### src/rtl/arb_pkg.sv
// Shared constants and state encoding for the request arbiters.
package arb_pkg;

  localparam int unsigned N_REQ = 4;
  localparam int unsigned ID_W  = 2;
  localparam int unsigned CNT_W = 8;

  localparam logic [1:0] ST_IDLE    = 2'd0;
  localparam logic [1:0] ST_GRANT   = 2'd1;
  localparam logic [1:0] ST_RELEASE = 2'd2;

endpackage

### src/rtl/arb_prio_pick.sv
// Combinational priority pick: rotate the request vector by start_id, take the
// highest set index, then rotate the result back. With rr_en=0 the rotation is
// zero, giving plain highest-index-wins.
module arb_prio_pick
  import arb_pkg::*;
(
  input  logic [N_REQ-1:0] req,
  input  logic [ID_W-1:0]  start_id,
  input  logic             rr_en,
  output logic             pick_valid,
  output logic [ID_W-1:0]  pick_id,
  output logic [N_REQ-1:0] pick_onehot
);

  logic [ID_W-1:0]    shift;
  logic [2*N_REQ-1:0] dbl;
  logic [N_REQ-1:0]   rot;
  logic [ID_W-1:0]    rot_id;

  // Rotate, encode highest set bit, rotate the index back (mod N_REQ via wrap).
  always_comb begin
    shift  = rr_en ? start_id : '0;
    dbl    = {req, req} >> shift;
    rot    = dbl[N_REQ-1:0];
    rot_id = '0;
    for (int i = 0; i < N_REQ; i++) begin
      if (rot[i]) rot_id = ID_W'(i);
    end
    pick_valid  = |rot;
    pick_id     = pick_valid ? (rot_id + shift) : '0;
    pick_onehot = pick_valid ? (N_REQ'(1) << pick_id) : '0;
  end

endmodule

### src/rtl/prio_arbiter_4.sv
// Four-requester sequencing arbiter. IDLE picks a winner, GRANT holds a
// registered one-hot grant until done, request drop or hold timeout, and
// RELEASE inserts one mandatory empty cycle before the next decision.
module prio_arbiter_4
  import arb_pkg::*;
#(
  parameter int unsigned ROUND_ROBIN = 0,
  parameter int unsigned MAX_HOLD    = 15
) (
  input  logic             clk,
  input  logic             rst_n,
  input  logic             en,
  input  logic [N_REQ-1:0] req,
  input  logic             done,
  output logic [N_REQ-1:0] gnt,
  output logic [ID_W-1:0]  gnt_id,
  output logic             gnt_valid,
  output logic             timeout
);

  localparam bit               HOLD_EN   = (MAX_HOLD != 0);
  // Unused when HOLD_EN is clear, so the wrap for MAX_HOLD=0 is harmless.
  localparam logic [CNT_W-1:0] HOLD_LAST = CNT_W'(MAX_HOLD - 1);
  localparam bit               RR_EN     = (ROUND_ROBIN != 0);

  logic [1:0]       state_q, state_d;
  logic [N_REQ-1:0] gnt_q, gnt_d;
  logic [ID_W-1:0]  gnt_id_q, gnt_id_d;
  logic             gnt_valid_q, gnt_valid_d;
  logic             timeout_q, timeout_d;
  logic [CNT_W-1:0] cnt_q, cnt_d;
  logic [ID_W-1:0]  last_id_q, last_id_d;

  logic             pick_valid;
  logic [ID_W-1:0]  pick_id;
  logic [N_REQ-1:0] pick_onehot;
  logic             holder_req;
  logic             hold_hit;
  logic             normal_exit;

  arb_prio_pick u_pick (
    .req         (req),
    .start_id    (last_id_q),
    .rr_en       (RR_EN),
    .pick_valid  (pick_valid),
    .pick_id     (pick_id),
    .pick_onehot (pick_onehot)
  );

  assign holder_req  = req[gnt_id_q];
  assign hold_hit    = HOLD_EN && (cnt_q == HOLD_LAST);
  assign normal_exit = done || !holder_req;

  // Next-state and registered-output logic for the grant sequencer.
  always_comb begin
    state_d     = state_q;
    gnt_d       = gnt_q;
    gnt_id_d    = gnt_id_q;
    gnt_valid_d = gnt_valid_q;
    cnt_d       = cnt_q;
    last_id_d   = last_id_q;
    timeout_d   = 1'b0;
    unique case (state_q)
      ST_IDLE: begin
        if (en && pick_valid) begin
          gnt_d       = pick_onehot;
          gnt_id_d    = pick_id;
          gnt_valid_d = 1'b1;
          cnt_d       = '0;
          state_d     = ST_GRANT;
        end
      end
      ST_GRANT: begin
        if (normal_exit || hold_hit) begin
          gnt_d       = '0;
          gnt_id_d    = '0;
          gnt_valid_d = 1'b0;
          last_id_d   = gnt_id_q;
          // A coincident done or request drop counts as a normal release.
          timeout_d   = hold_hit && !normal_exit;
          state_d     = ST_RELEASE;
        end else if (cnt_q != '1) begin
          cnt_d = cnt_q + 1'b1;
        end
      end
      ST_RELEASE: begin
        state_d = ST_IDLE;
      end
      default: begin
        gnt_d       = '0;
        gnt_id_d    = '0;
        gnt_valid_d = 1'b0;
        state_d     = ST_IDLE;
      end
    endcase
  end

  // State and output registers with asynchronous active-low reset.
  always_ff @(posedge clk or negedge rst_n) begin
    if (!rst_n) begin
      state_q     <= ST_IDLE;
      gnt_q       <= '0;
      gnt_id_q    <= '0;
      gnt_valid_q <= 1'b0;
      timeout_q   <= 1'b0;
      cnt_q       <= '0;
      last_id_q   <= '0;
    end else begin
      state_q     <= state_d;
      gnt_q       <= gnt_d;
      gnt_id_q    <= gnt_id_d;
      gnt_valid_q <= gnt_valid_d;
      timeout_q   <= timeout_d;
      cnt_q       <= cnt_d;
      last_id_q   <= last_id_d;
    end
  end

  assign gnt       = gnt_q;
  assign gnt_id    = gnt_id_q;
  assign gnt_valid = gnt_valid_q;
  assign timeout   = timeout_q;

endmodule

### config.mk
export PLATFORM = sky130hd
export DESIGN_NAME = prio_arbiter_4
export DESIGN_NICKNAME = d
export VERILOG_FILES = /design/src/rtl/arb_pkg.sv /design/src/rtl/arb_prio_pick.sv /design/src/rtl/prio_arbiter_4.sv
export SDC_FILE = /design/constraint.sdc
export NUM_CORES = 1
export LEC_CHECK = 0
export BUFFER_PORTS_ARGS = -buffer_cell sky130_fd_sc_hd__buf_4
export CAP_MARGIN = 20
export CORE_MARGIN = 2
export CORE_UTILIZATION = 58
export DETAILED_ROUTE_END_ITERATION = 8
export HOLD_SLACK_MARGIN = 0.08
export PLACE_DENSITY = 0.82
export SYNTH_ARGS = -nofsm -noshare
export SYNTH_HDL_FRONTEND = slang
export SYNTH_SLANG_ARGS = --single-unit
### constraint.sdc
create_clock -name clk -period 2.9 [get_ports clk]
set_input_delay 0.58 -clock clk [delete_from_list [all_inputs] [get_ports clk]]
set_output_delay 0.58 -clock clk [all_outputs]
set_load 0.005 [all_outputs]
==> Word-level counts from Yosys, hierarchy flattened <==
Index checks and enable logic that the tools add are counted.
{ "op_classes": {"add_sub_neg": 1, "n_mul": 0, "n_div": 0, "n_lt_le_gt_ge": 1, "n_eq_ne": 8, "n_shift": 1, "muxes": 25, "n_bitwise": 1, "n_reduce_logical": 12} }
{ "op_table": {"columns": ["operator", "n"], "rows": [
  ["8-bit 2-to-1 mux", 3],
  ["8-bit one-hot mux with 2 select lines", 1],
  ["2-bit 2-to-1 mux", 7],
  ["4-bit 2-to-1 mux", 3],
  ["4-bit one-hot mux with 3 select lines", 1],
  ["8-bit by 1-bit adder with 8-bit output (second input constant)", 1],
  ["8-bit by 4-bit equality test with 1-bit output (second input constant)", 1],
  ["2-bit inequality test (second input constant)", 4],
  ["8-bit inequality test (second input constant)", 1],
  ["1-bit 2-to-1 mux", 6],
  ["2-bit one-hot mux with 3 select lines", 1],
  ["2-bit one-hot mux with 2 select lines", 1],
  ["4-bit AND reduction", 1],
  ["4-bit OR reduction", 1],
  ["1-bit by 2-bit left shift with 4-bit output (first input constant)", 1],
  ["2-bit by 3-bit < comparator with 1-bit output (second input constant)", 1],
  ["1-bit one-hot mux with 3 select lines", 1],
  ["3-bit AND reduction", 1],
  ["1-bit binary-select mux with 2-bit select", 1],
  ["2-bit by 1-bit equality test with 1-bit output (second input constant)", 1],
  ["2-bit equality test (second input constant)", 1],
  ["1-bit logical AND", 2],
  ["1-bit logical NOT", 2],
  ["2-bit logical NOT", 1],
  ["4 further kinds", 5]
]} }
{ "totals": {"reg_bits": 18, "latchBits": 0, "ram_bits": 0, "rom_bits": 0, "inputBits": 8, "out_inout_bits": 8, "memories": 0} }

==> Depth between registers and ports, before layout <==
Gate-level depths: netlist of run 1.
{ "logic_depth": {"word_depth": 8, "mapped_depth": 8, "mapped_depth_nobuf": 7} }

==> Hierarchy <==
A second synthesis of run 1 with hierarchy kept.
{ "hier_totals": {"hier_cells": 130, "hier_area_um2": 1338.8} }
{ "modules_own_cells": {"columns": ["module", "n_inst", "cells_each", "area_each_um2"], "rows": [
  ["prio_arbiter_4", 1, 96, 1108.6],
  ["arb_prio_pick", 1, 34, 230.2]
]} }

==> Least setup slack after synthesis of run 1 <==
Ideal clock, no wire load.
{ "synth_timing": {"path_type": "input -> register", "start": "in en", "end": "reg cnt_q[6]", "setup_time_ns": 0.126, "arrival_time_ns": 1.693, "t_required_ns": 2.774, "path_slack_ns": 1.081, "stages": 6, "n_path_buf": 1, "path_cell_list": "or3b_4 -> or2_1 -> buf_6 -> nand2_4 -> a21oi_2 -> a311o_1"} }
{ "synth_via": {"elab_chain_cells": 3} }
{ "synth_rtl": {"columns": ["item", "line", "text"], "rows": [
  ["from (decl)", "prio_arbiter_4.sv:12", "input logic en,"],
  ["1-bit logical AND", "prio_arbiter_4.sv:65", "if (en && pick_valid) begin"],
  ["2-bit inequality test (no line)", null, null],
  ["4-bit AND reduction (no line)", null, null],
  ["to (signal assigned)", "prio_arbiter_4.sv:114", "cnt_q <= cnt_d;"],
  ["to (decl)", "prio_arbiter_4.sv:31", "logic [CNT_W-1:0] cnt_q, cnt_d;"]
]} }
No other way between the ends.
A chain may end at the register's enable or synchronous reset.

==> Worst setup path after layout of run 1 <==
{ "layout_timing": {"start": "reg cnt_q[0]", "end": "reg gnt_q[1] (netlist: gnt[1])"} }
{ "layout_via": {"elab_chain_cells": 4} }
{ "layout_rtl": {"columns": ["item", "line", "text"], "rows": [
  ["8-bit by 4-bit equality test with 1-bit output", "prio_arbiter_4.sv:51", "assign hold_hit = HOLD_EN && (cnt_q == HOLD_LAST);"],
  ["1-bit logical OR", "prio_arbiter_4.sv:74", "if (normal_exit || hold_hit) begin"],
  ["2-bit inequality test (no line)", null, null],
  ["3-bit AND reduction (no line)", null, null],
  ["to (signal assigned)", "prio_arbiter_4.sv:110", "gnt_q <= gnt_d;"],
  ["to (decl)", "prio_arbiter_4.sv:27", "logic [N_REQ-1:0] gnt_q, gnt_d;"]
]} }
No other way between the ends.

==> metrics.txt, run 1 <==
status completed; reg2reg path depth 7; Vias/cell around 6.4; Initial Utilization 62.7%; clock root cell clkbuf_4; area of the multi-input gates 483 um^2; FF+latch area 450 um^2; Cells after Synth 92; Detail Route Antenna Nets 0; Synth top area share a little under half; post-synth top area cell dfrtp_1; GRT busiest layer met2; Pre-antenna DRT Iters 4; antenna diode count 0; most frequent cell after synthesis dfrtp_1; Post-Place Cell Area roughly 1100 um^2; fraction of registers with async set/reset between 90% and 100%; Max Root-Sink Buffers 2; dpl ws 858 ps; global placer's final weighted congestion 0.819; maximum vdd ir drop 0.609 mV; vias in the first global route 818; met1 Use GR 31.2%; # IOs 16; FILL cells 119; crit path cell chain inv_1, ha_1, nor3b_1, nand4_1, nand3_1, o21ai_1, a22o_1; Critical Path AT 2100 ps; Mapped Avg Cell Area 10.5 um^2; DR iter-0 viols 24; final hold vios 0; critical path type reg2reg; type of origin of the critical path flop; Synth Cell Area 967 um^2; CP delay by family, top simple AND/OR/NAND/NOR gates; Post-CTS Setup Inserts 0; Hold Path Class in2async; hold buffers post-CTS 0; # clock sinks 18; Die Ht 44.8 um; Critical Path Sink Type flop; Worst-path clk slew 100 ps; RSZ-0062 raised after global routing no; fin crit share 66.6%; Final Slew Violations 0; DRT Wirelength a little over 2 mm; post-layout util 71.3%; top cells by area, synth dfrtp_1 47%, a32o_1 6.2%, mux2i_1 4.1%; post-DP HPWL 1.54 mm; CTS tree done; row count 14; Setup crit start cnt_q[0]; Vias 785; Post-synth top flop dfrtp_1; Synth cell types 37; Hold Slack about 130 ps; non-filler cells, final 123; total CTS buffers 3; drt wl/cell 16.8 um; share of layout cells above drive strength 1 roughly a quarter; # nets final 119; Slew headroom 63.6%; critical path required time 3070 ps; Die Area 2010 um^2; Die Width 44.8 um; Final WS setup 969 ps; PostCTS Resize Cnt 0; r2r setup slk 970 ps; first-pass GRT wire length between 3 and 4 mm; FF+latch count, synth 18; Yosys warning total 0; register area share after synthesis between 40% and 50%; largest net degree at the start of global routing 19; WP buf/inv 1; Levels on crit path 7; Power, Total 759 uW; f_max a little over 500 MHz; worst setup path end gnt[1]; syn_nets roughly 100; initial antenna violation count 0; total grt overflow 0; Skew-Pair Late Insertion Delay ~290 ps; final setup fails 0; worst-margin pin slew 542 ps; crit path time final 1930 ps; final instance area 1100 um^2; reg2reg start cnt_q[0]; M2 GR Usage 44.1%; setup_tns 0 ps; CP peak stage delay 440 ps; Leak Pwr 0.526 nW; PortBufs 15; Crit-path slowest cell dfrtp_1; clock skew 16.1 ps; GRT Overall Usage 25.1%; Post-synth EDFFs 0; Cells after DPL 120; Reg2Reg Capture Point gnt[1]; Area Growth Syn to Fin 13.7%; CORE AREA ~1500 um^2; # DRC 0; top post-synthesis cells by count 18 x dfrtp_1, 7 x nand2_1, 6 x a32o_1, 6 x nand3_1; critical path fanouts, max 7; Power Density 690 nW/um^2; H-tree depth 1; met3 usage 7.20%; max-cap violations 0
## cell families after synthesis
logic type | Yosys count | synth area share (%)
AOI/OAI and AO/OA | 22 | 18.4
xor gates and xnor gates | 2 | 1.81
adders and majority gates | 2 | 2.59
buffers and inverters | 6 | 3.49
DFF | 18 | 46.6
muxes | 4 | 4.14
and+or+nand+nor | 38 | 23.0
## state kept, by name (all words and copies together) (netlist names)
signal,flops
state_q,2
timeout,1
cnt_q,8
gnt_id,2
gnt,4
gnt_valid,1
## worst min path at each step
stage | startpoint | endpoint | slack, ps | cells after the start
3_5_place_dp | rst_n | cnt_q[6] | 460 | 1
6_report | rst_n | cnt_q[6] | 130 | 1
2_1_floorplan | rst_n | cnt_q[0] | 280 | 0
5_1_grt | rst_n | cnt_q[7] | 140 | 1
3_3_place_gp | rst_n | cnt_q[6] | 460 | 1
4_1_cts | rst_n | cnt_q[6] | 140 | 1
## layer usage
| metal | vias up | wire length, um |
|---|---|---|
| met4 | 0 | 12 |
| met2 | 15 | 1070 |
| met5 | - | 0 |
| li1 | 377 | - |
| met3 | 2 | 75 |
| met1 | 391 | 914 |
## cells in the final DEF, fill, tap and decap left out, types with 3 or more instances in the layout
master    count
inv_1         3
o21ai_0       4
clkbuf_4      3
nor2_1        3
dfrtp_1      18
a22o_1        3
nand2_1       7
a32o_1        6
mux2i_1       4
buf_4        15
and3_1        3
nand3_1       6
nor3b_1       3
## power by group
part	switching, mW	internal, mW
clock	0.0705	0.0483
combinational	0.143	0.132
sequential	0.0559	0.308
total	0.270	0.489
## cell type report
type                            instances  share of cell area, %
Inverter                                3                   1.02
Multi-Input combinational cell         68                   43.9
Sequential cell                        18                   41.0
Timing Repair Buffer                   15                   10.2
Clock buffer                            3                   2.05
Tap cell                               16                   1.82
## worst reg2reg max path, cell delays in order, from the launching register on
cell and delay, ps:
dfrtp_1 440, inv_1 80, ha_1 130, nor3b_1 190
nand4_1 200, nand3_1 240, o21ai_1 240, a22o_1 300
Power figures use the tool's default switching activity.
==> run 2: changes to the inputs <==
- CORE_UTILIZATION: 58 -> 54
- PLACE_DENSITY: 0.82 -> 0.77
- clock period: 2.9 -> 1.8 ns (I/O delays scaled with it)
==> metrics.txt, run 2 (synthesis gave the netlist of run 1 again) <==
first-pass GRT wire length 3.26 mm (-8.5%); # nets final 129 (+8.4%); most frequent cells in the layout 24 x buf_4, 18 x dfrtp_1, 7 x nand2_1, 6 x nand3_1, 6 x a32o_1; Pre-antenna DRT Iters 4 (unchanged); final hold vios 0 (unchanged); total CTS buffers 3 (unchanged); drt wl/cell 14.1 um (-16%); Slew headroom 70.5% (+6.9 points); share of layout cells above drive strength 1 32.2% (+7.9 points); critical path type reg2reg; most common cell after layout, fill and taps aside buf_4; Die Width 46.3 um (+3.3%); global placer's final weighted congestion 0.900 (+9.9%); # DRC 0 (unchanged); Final Slew Violations 0 (unchanged); worst-margin pin slew 438 ps (-104 ps); antenna diode count 0 (unchanged); Hold Path Class in2reg; r2r setup slk 110 ps (-860 ps); # IOs 16 (unchanged); Critical Path AT 1870 ps (-230 ps); CORE AREA 1710 um^2 (+11%); maximum vdd ir drop 0.802 mV (+32%); fin crit share 93.9% (+27 points); Critical Path Sink Type flop; reg2reg path depth 8 (+1); FILL cells 126 (+5.9%); Crit-path slowest cell dfrtp_1; Reg2Reg Capture Point cnt_q[6]; critical path fanouts, max 4 (-3); hold path depth 2; final setup fails 0 (unchanged); Die Area 2150 um^2 (+6.7%); clock skew 2.28 ps (-13.8 ps); Die Ht 46.3 um (+3.3%); crit path time final 1690 ps (-240 ps); DRT Wirelength 2.01 mm (-2.8%); Max Root-Sink Buffers 2 (unchanged); f_max 591 MHz (+14%); reg2reg start cnt_q[0]; area of the multi-input gates 490 um^2 (+1.6%); row count 15 (+1); clock root cell clkbuf_4; Vias/cell 5.71 (-10%); CTS tree done; largest register by flop count cnt_q; crit path cell chain inv_1, ha_1, nor3b_1, nand4_1, nand3_1, buf_4, nor4_2, a311o_1; final instance area 1210 um^2 (+10%); number of flip-flops in the largest register 8 (unchanged); type of origin of the critical path flop; PortBufs 15 (unchanged); status completed; largest net degree at the start of global routing 19 (unchanged); vias in the first global route 749 (-8.4%); Area Growth Syn to Fin 25.1%; H-tree depth 1 (unchanged); Vias 817 (+4.1%); Leak Pwr 0.581 nW (+11%); post-DP HPWL 1.53 mm (-1.3%); Initial Utilization 56.6% (-6.1 points); Skew-Pair Late Insertion Delay 290 ps (about the same); Detail Route Antenna Nets 0 (unchanged); total grt overflow 0 (unchanged); FF+latch area 450 um^2 (unchanged); WP buf/inv 2 (+1); Power Density 1120 nW/um^2 (+63%); Hold Path Origin req[1]; max-cap violations 0 (unchanged); critical path required time 1980 ps (-1090 ps); DR iter-0 viols 13 (-46%); Worst-path clk slew 100 ps (about the same); Hold Path Sink gnt[1]; # clock sinks 18 (unchanged); CP peak stage delay 390 ps (-50 ps); Post-Place Cell Area 1150 um^2 (+6.6%); GRT Overall Usage 21.3% (-3.7 points); initial antenna violation count 0 (unchanged); CP delay by family, top simple AND/OR/NAND/NOR gates; Hold Slack 310 ps (+176 ps)
## run 2: how the worst max path moves through the flow
stage                from  endpoint  slack, ps  cells after the start
2_1_floorplan  state_q[1]  cnt_q[6]        160                      6
3_3_place_gp         done  cnt_q[5]        100                      6
3_5_place_dp         done  cnt_q[5]         60                      6
4_1_cts          cnt_q[0]  cnt_q[5]         50                      7
5_1_grt          cnt_q[0]  cnt_q[5]        -30                      8
6_report         cnt_q[0]  cnt_q[6]        110                      8
## run 2: report_power, final
| group | switching, mW | leakage [nW] | internal [mW] |
|---|---|---|---|
| Clock | 0.126 | 0.0210 | 0.123 |
| Combinational | 0.256 | 0.318 | 0.279 |
| Sequential | 0.0773 | 0.242 | 0.497 |
## run 2: cell type report
class                   instances  share of cell area [%]
multi-input cells              68                    40.5
flip-flops and latches         18                    37.2
repair buffers                 25                    15.7
clock buffers                   4                    3.00
well taps                      25                    2.59
inverters                       3                   0.931
## run 2: through the flow
stage / utilization (%) / power, mW / TNS (ps) / instances / setup WS (ps)
after detailed placement: 67.3 / 1.11 / 0 / 137 / 60.8
after floorplan: - / 0.873 / 0 / 92 / 156
after global placement: 67.3 / 1.09 / 0 / 137 / 101
after CTS: 70.0 / 1.37 / 0 / 142 / 52.4
after global routing: 70.8 / 1.44 / -121 / 143 / -31.0
final: 70.8 / 1.36 / 0 / 143 / 109
## run 2: routing by layer
metal	wire, um	GRT usage, %	vias to the layer above	share of wire (%)
met3	57	3.53	2	2.8
met4	20	9.14	0	0.99
met5	0	0	-	0
li1	-	-	397	-
met2	1000	32.8	14	50
met1	929	29.5	404	46
## run 2: repair_timing
action,4_1_cts,5_1_grt
hold endpoints to repair,18,0
hold buffers,1,0
setup endpoints to repair,0,11
gates resized for setup,0,2
buffers inserted,0,1
## run 2: worst register-to-register path: stages (launching register included)
cell     delay [ps]
dfrtp_1         390
inv_1            60
ha_1            140
nor3b_1         180
nand4_1         180
nand3_1         160
buf_4           150
nor4_2           40
a311o_1         270
==> run 3: changes to the inputs <==
- GPL_TIMING_DRIVEN: not set -> 0
==> metrics.txt, run 3 (synthesis gave the netlist of run 1 again) <==
status completed; H-tree depth 1 (unchanged); Seq pwr share 42.6% (+0.4 points); Final Slew Violations 0 (unchanged); total grt overflow 0 (unchanged); dpl ws -103 ps (-164 ps); Max Root-Sink Buffers 2 (unchanged); antenna diode count 0 (unchanged); CTS tree done; first-pass GRT wire length 3.17 mm (-2.7%); global placer's final weighted congestion 0.844 (-6.2%); row count 15 (unchanged); final setup fails 0 (unchanged); crit path time final 1730 ps (+42.8 ps); Pre-antenna DRT Iters 4 (unchanged); initial antenna violation count 0 (unchanged); DR iter-0 viols 25 (+12); GRT Overall Usage 20.7% (-0.62 points); critical path required time 1980 ps (about the same); number of flip-flops in the largest register 8 (unchanged); fin crit share 96.3% (+2.4 points); Initial Utilization 56.6% (unchanged); maximum vdd ir drop 0.864 mV (+7.7%); CORE AREA 1710 um^2 (unchanged); Clk network pwr share 18.2% (-0.2 points); Power Density 1140 nW/um^2 (+1.6%); Slew headroom 72.8% (+2.3 points); final hold vios 0 (unchanged); # nets final 126 (-2.3%); most common cell after layout, fill and taps aside buf_4; Area Growth Syn to Fin 25.2%; # clock sinks 18 (unchanged); Hold Path Class in2reg; Hold Slack 305 ps (-4.77 ps); Leak Pwr 0.571 nW (-1.7%); largest net degree at the start of global routing 19 (unchanged); # DRC 0 (unchanged); non-filler cells, final 140 (-2.1%); share of layout cells above drive strength 1 31.3% (-0.90 points); Worst-path clk slew 110 ps (about the same); most frequent cells in the layout 18 x buf_4, 17 x dfrtp_1, 7 x nand2_1, 6 x a32o_1, 5 x nand3_1; worst-margin pin slew 404 ps (-34.0 ps); post-DP HPWL 1.44 mm (-5.6%); max-cap violations 0 (unchanged); f_max 577 MHz (-2.5%); # IOs 16 (unchanged); setup_tns 0 ps (unchanged); Die Width 46.3 um (unchanged); largest register by flop count cnt_q; Vias 811 (-0.73%); Die Ht 46.3 um (unchanged); Final WS setup 66.5 ps (-42.8 ps); PortBufs 15 (unchanged); drt wl/cell 14.7 um (+4.2%); critical path fanouts, max 10 (+6); Die Area 2150 um^2 (unchanged); post-layout util 70.9% (+0.073 points); type of origin of the critical path flop; Sw Share 34.7% (+0.91 points); switching power 480 uW (+4.4%); clock skew 5.11 ps (+2.83 ps); Skew-Pair Late Insertion Delay 290 ps (about the same); Internal Pwr Total 901 uW (+0.29%); Vias/cell 5.79 (+1.4%); Critical Path AT 1920 ps (+50 ps); Critical Path Sink Type flop; clock root cell clkbuf_4; DRT Wirelength 2.05 mm (+2.0%); Detail Route Antenna Nets 0 (unchanged); Cells after DPL 132 (-3.6%); total CTS buffers 3 (unchanged); critical path type reg2reg; Comb pwr share 39.3% (about the same); vias in the first global route 737 (-1.6%)
==> run 3: worst max-delay path: stages, from the launching register on <==
cell     delay (ps)
dfrtp_1         420
or3b_4          410
or2_1           240
buf_6           150
nand2_4          60
a21oi_2          30
a311o_1         310
==> run 3: path summary, 6_finish.rpt <==
kind | start | end | slack (ps) | depth (start not counted)
min in group asynchronous | rst_n | gnt_id[0] | 470 | 2
worst min-delay path | req[1] | gnt[1] | 310 | 2
worst max register to register | state_q[0] | cnt_q[6] | 70 | 6
worst max-delay path | state_q[0] | cnt_q[6] | 70 | 6
worst min register to register | gnt_valid | gnt_valid | 490 | 1
max in group asynchronous | rst_n | cnt_q[0] | 1120 | 2
==> run 3: final cells by class <==
type | count | area, um^2
Multi-Input combinational cell | 68 | 509
Tap cell | 25 | 31.3
Fill cell | 134 | 497
Inverter | 3 | 11.3
Sequential cell | 18 | 452
Clock buffer | 4 | 36.3
Timing Repair Buffer | 19 | 145
Buffer | 3 | 26.3
==> run 3: stage by stage <==
| step | total power [mW] | area (um^2) |
|---|---|---|
| after detailed placement | 1.07 | 1110 |
| after CTS | 1.33 | 1170 |
| after global routing | 1.46 | 1210 |
| after floorplan | 0.873 | 967 |
| final | 1.38 | 1210 |
| after global placement | 1.05 | 1110 |
==> run 3: what timing repair did <==
item,4_1_cts,5_1_grt
hold buffers,1,0
endpoints found under the setup margin,13,15
setup buffers,1,2
gates cloned,0,0
hold endpoints to repair,18,0
pin swaps,1,2
gates resized for setup,1,6
==> run 3: layer usage <==
layer | track usage (%) | share of wire [%]
met1 | 29.9 | 46
met2 | 32.2 | 50
met3 | 2.35 | 3.5
met4 | 6.86 | 0.59
met5 | 0 | 0
==> run 3: power groups by stage <==
stage	combinational [mW]	sequential (mW)	clock [mW]
detailed placement	0.466	0.600	0
CTS	0.475	0.595	0.257
floorplan	0.291	0.581	0
finish	0.542	0.588	0.251
global placement	0.455	0.591	0
global route	0.594	0.601	0.264
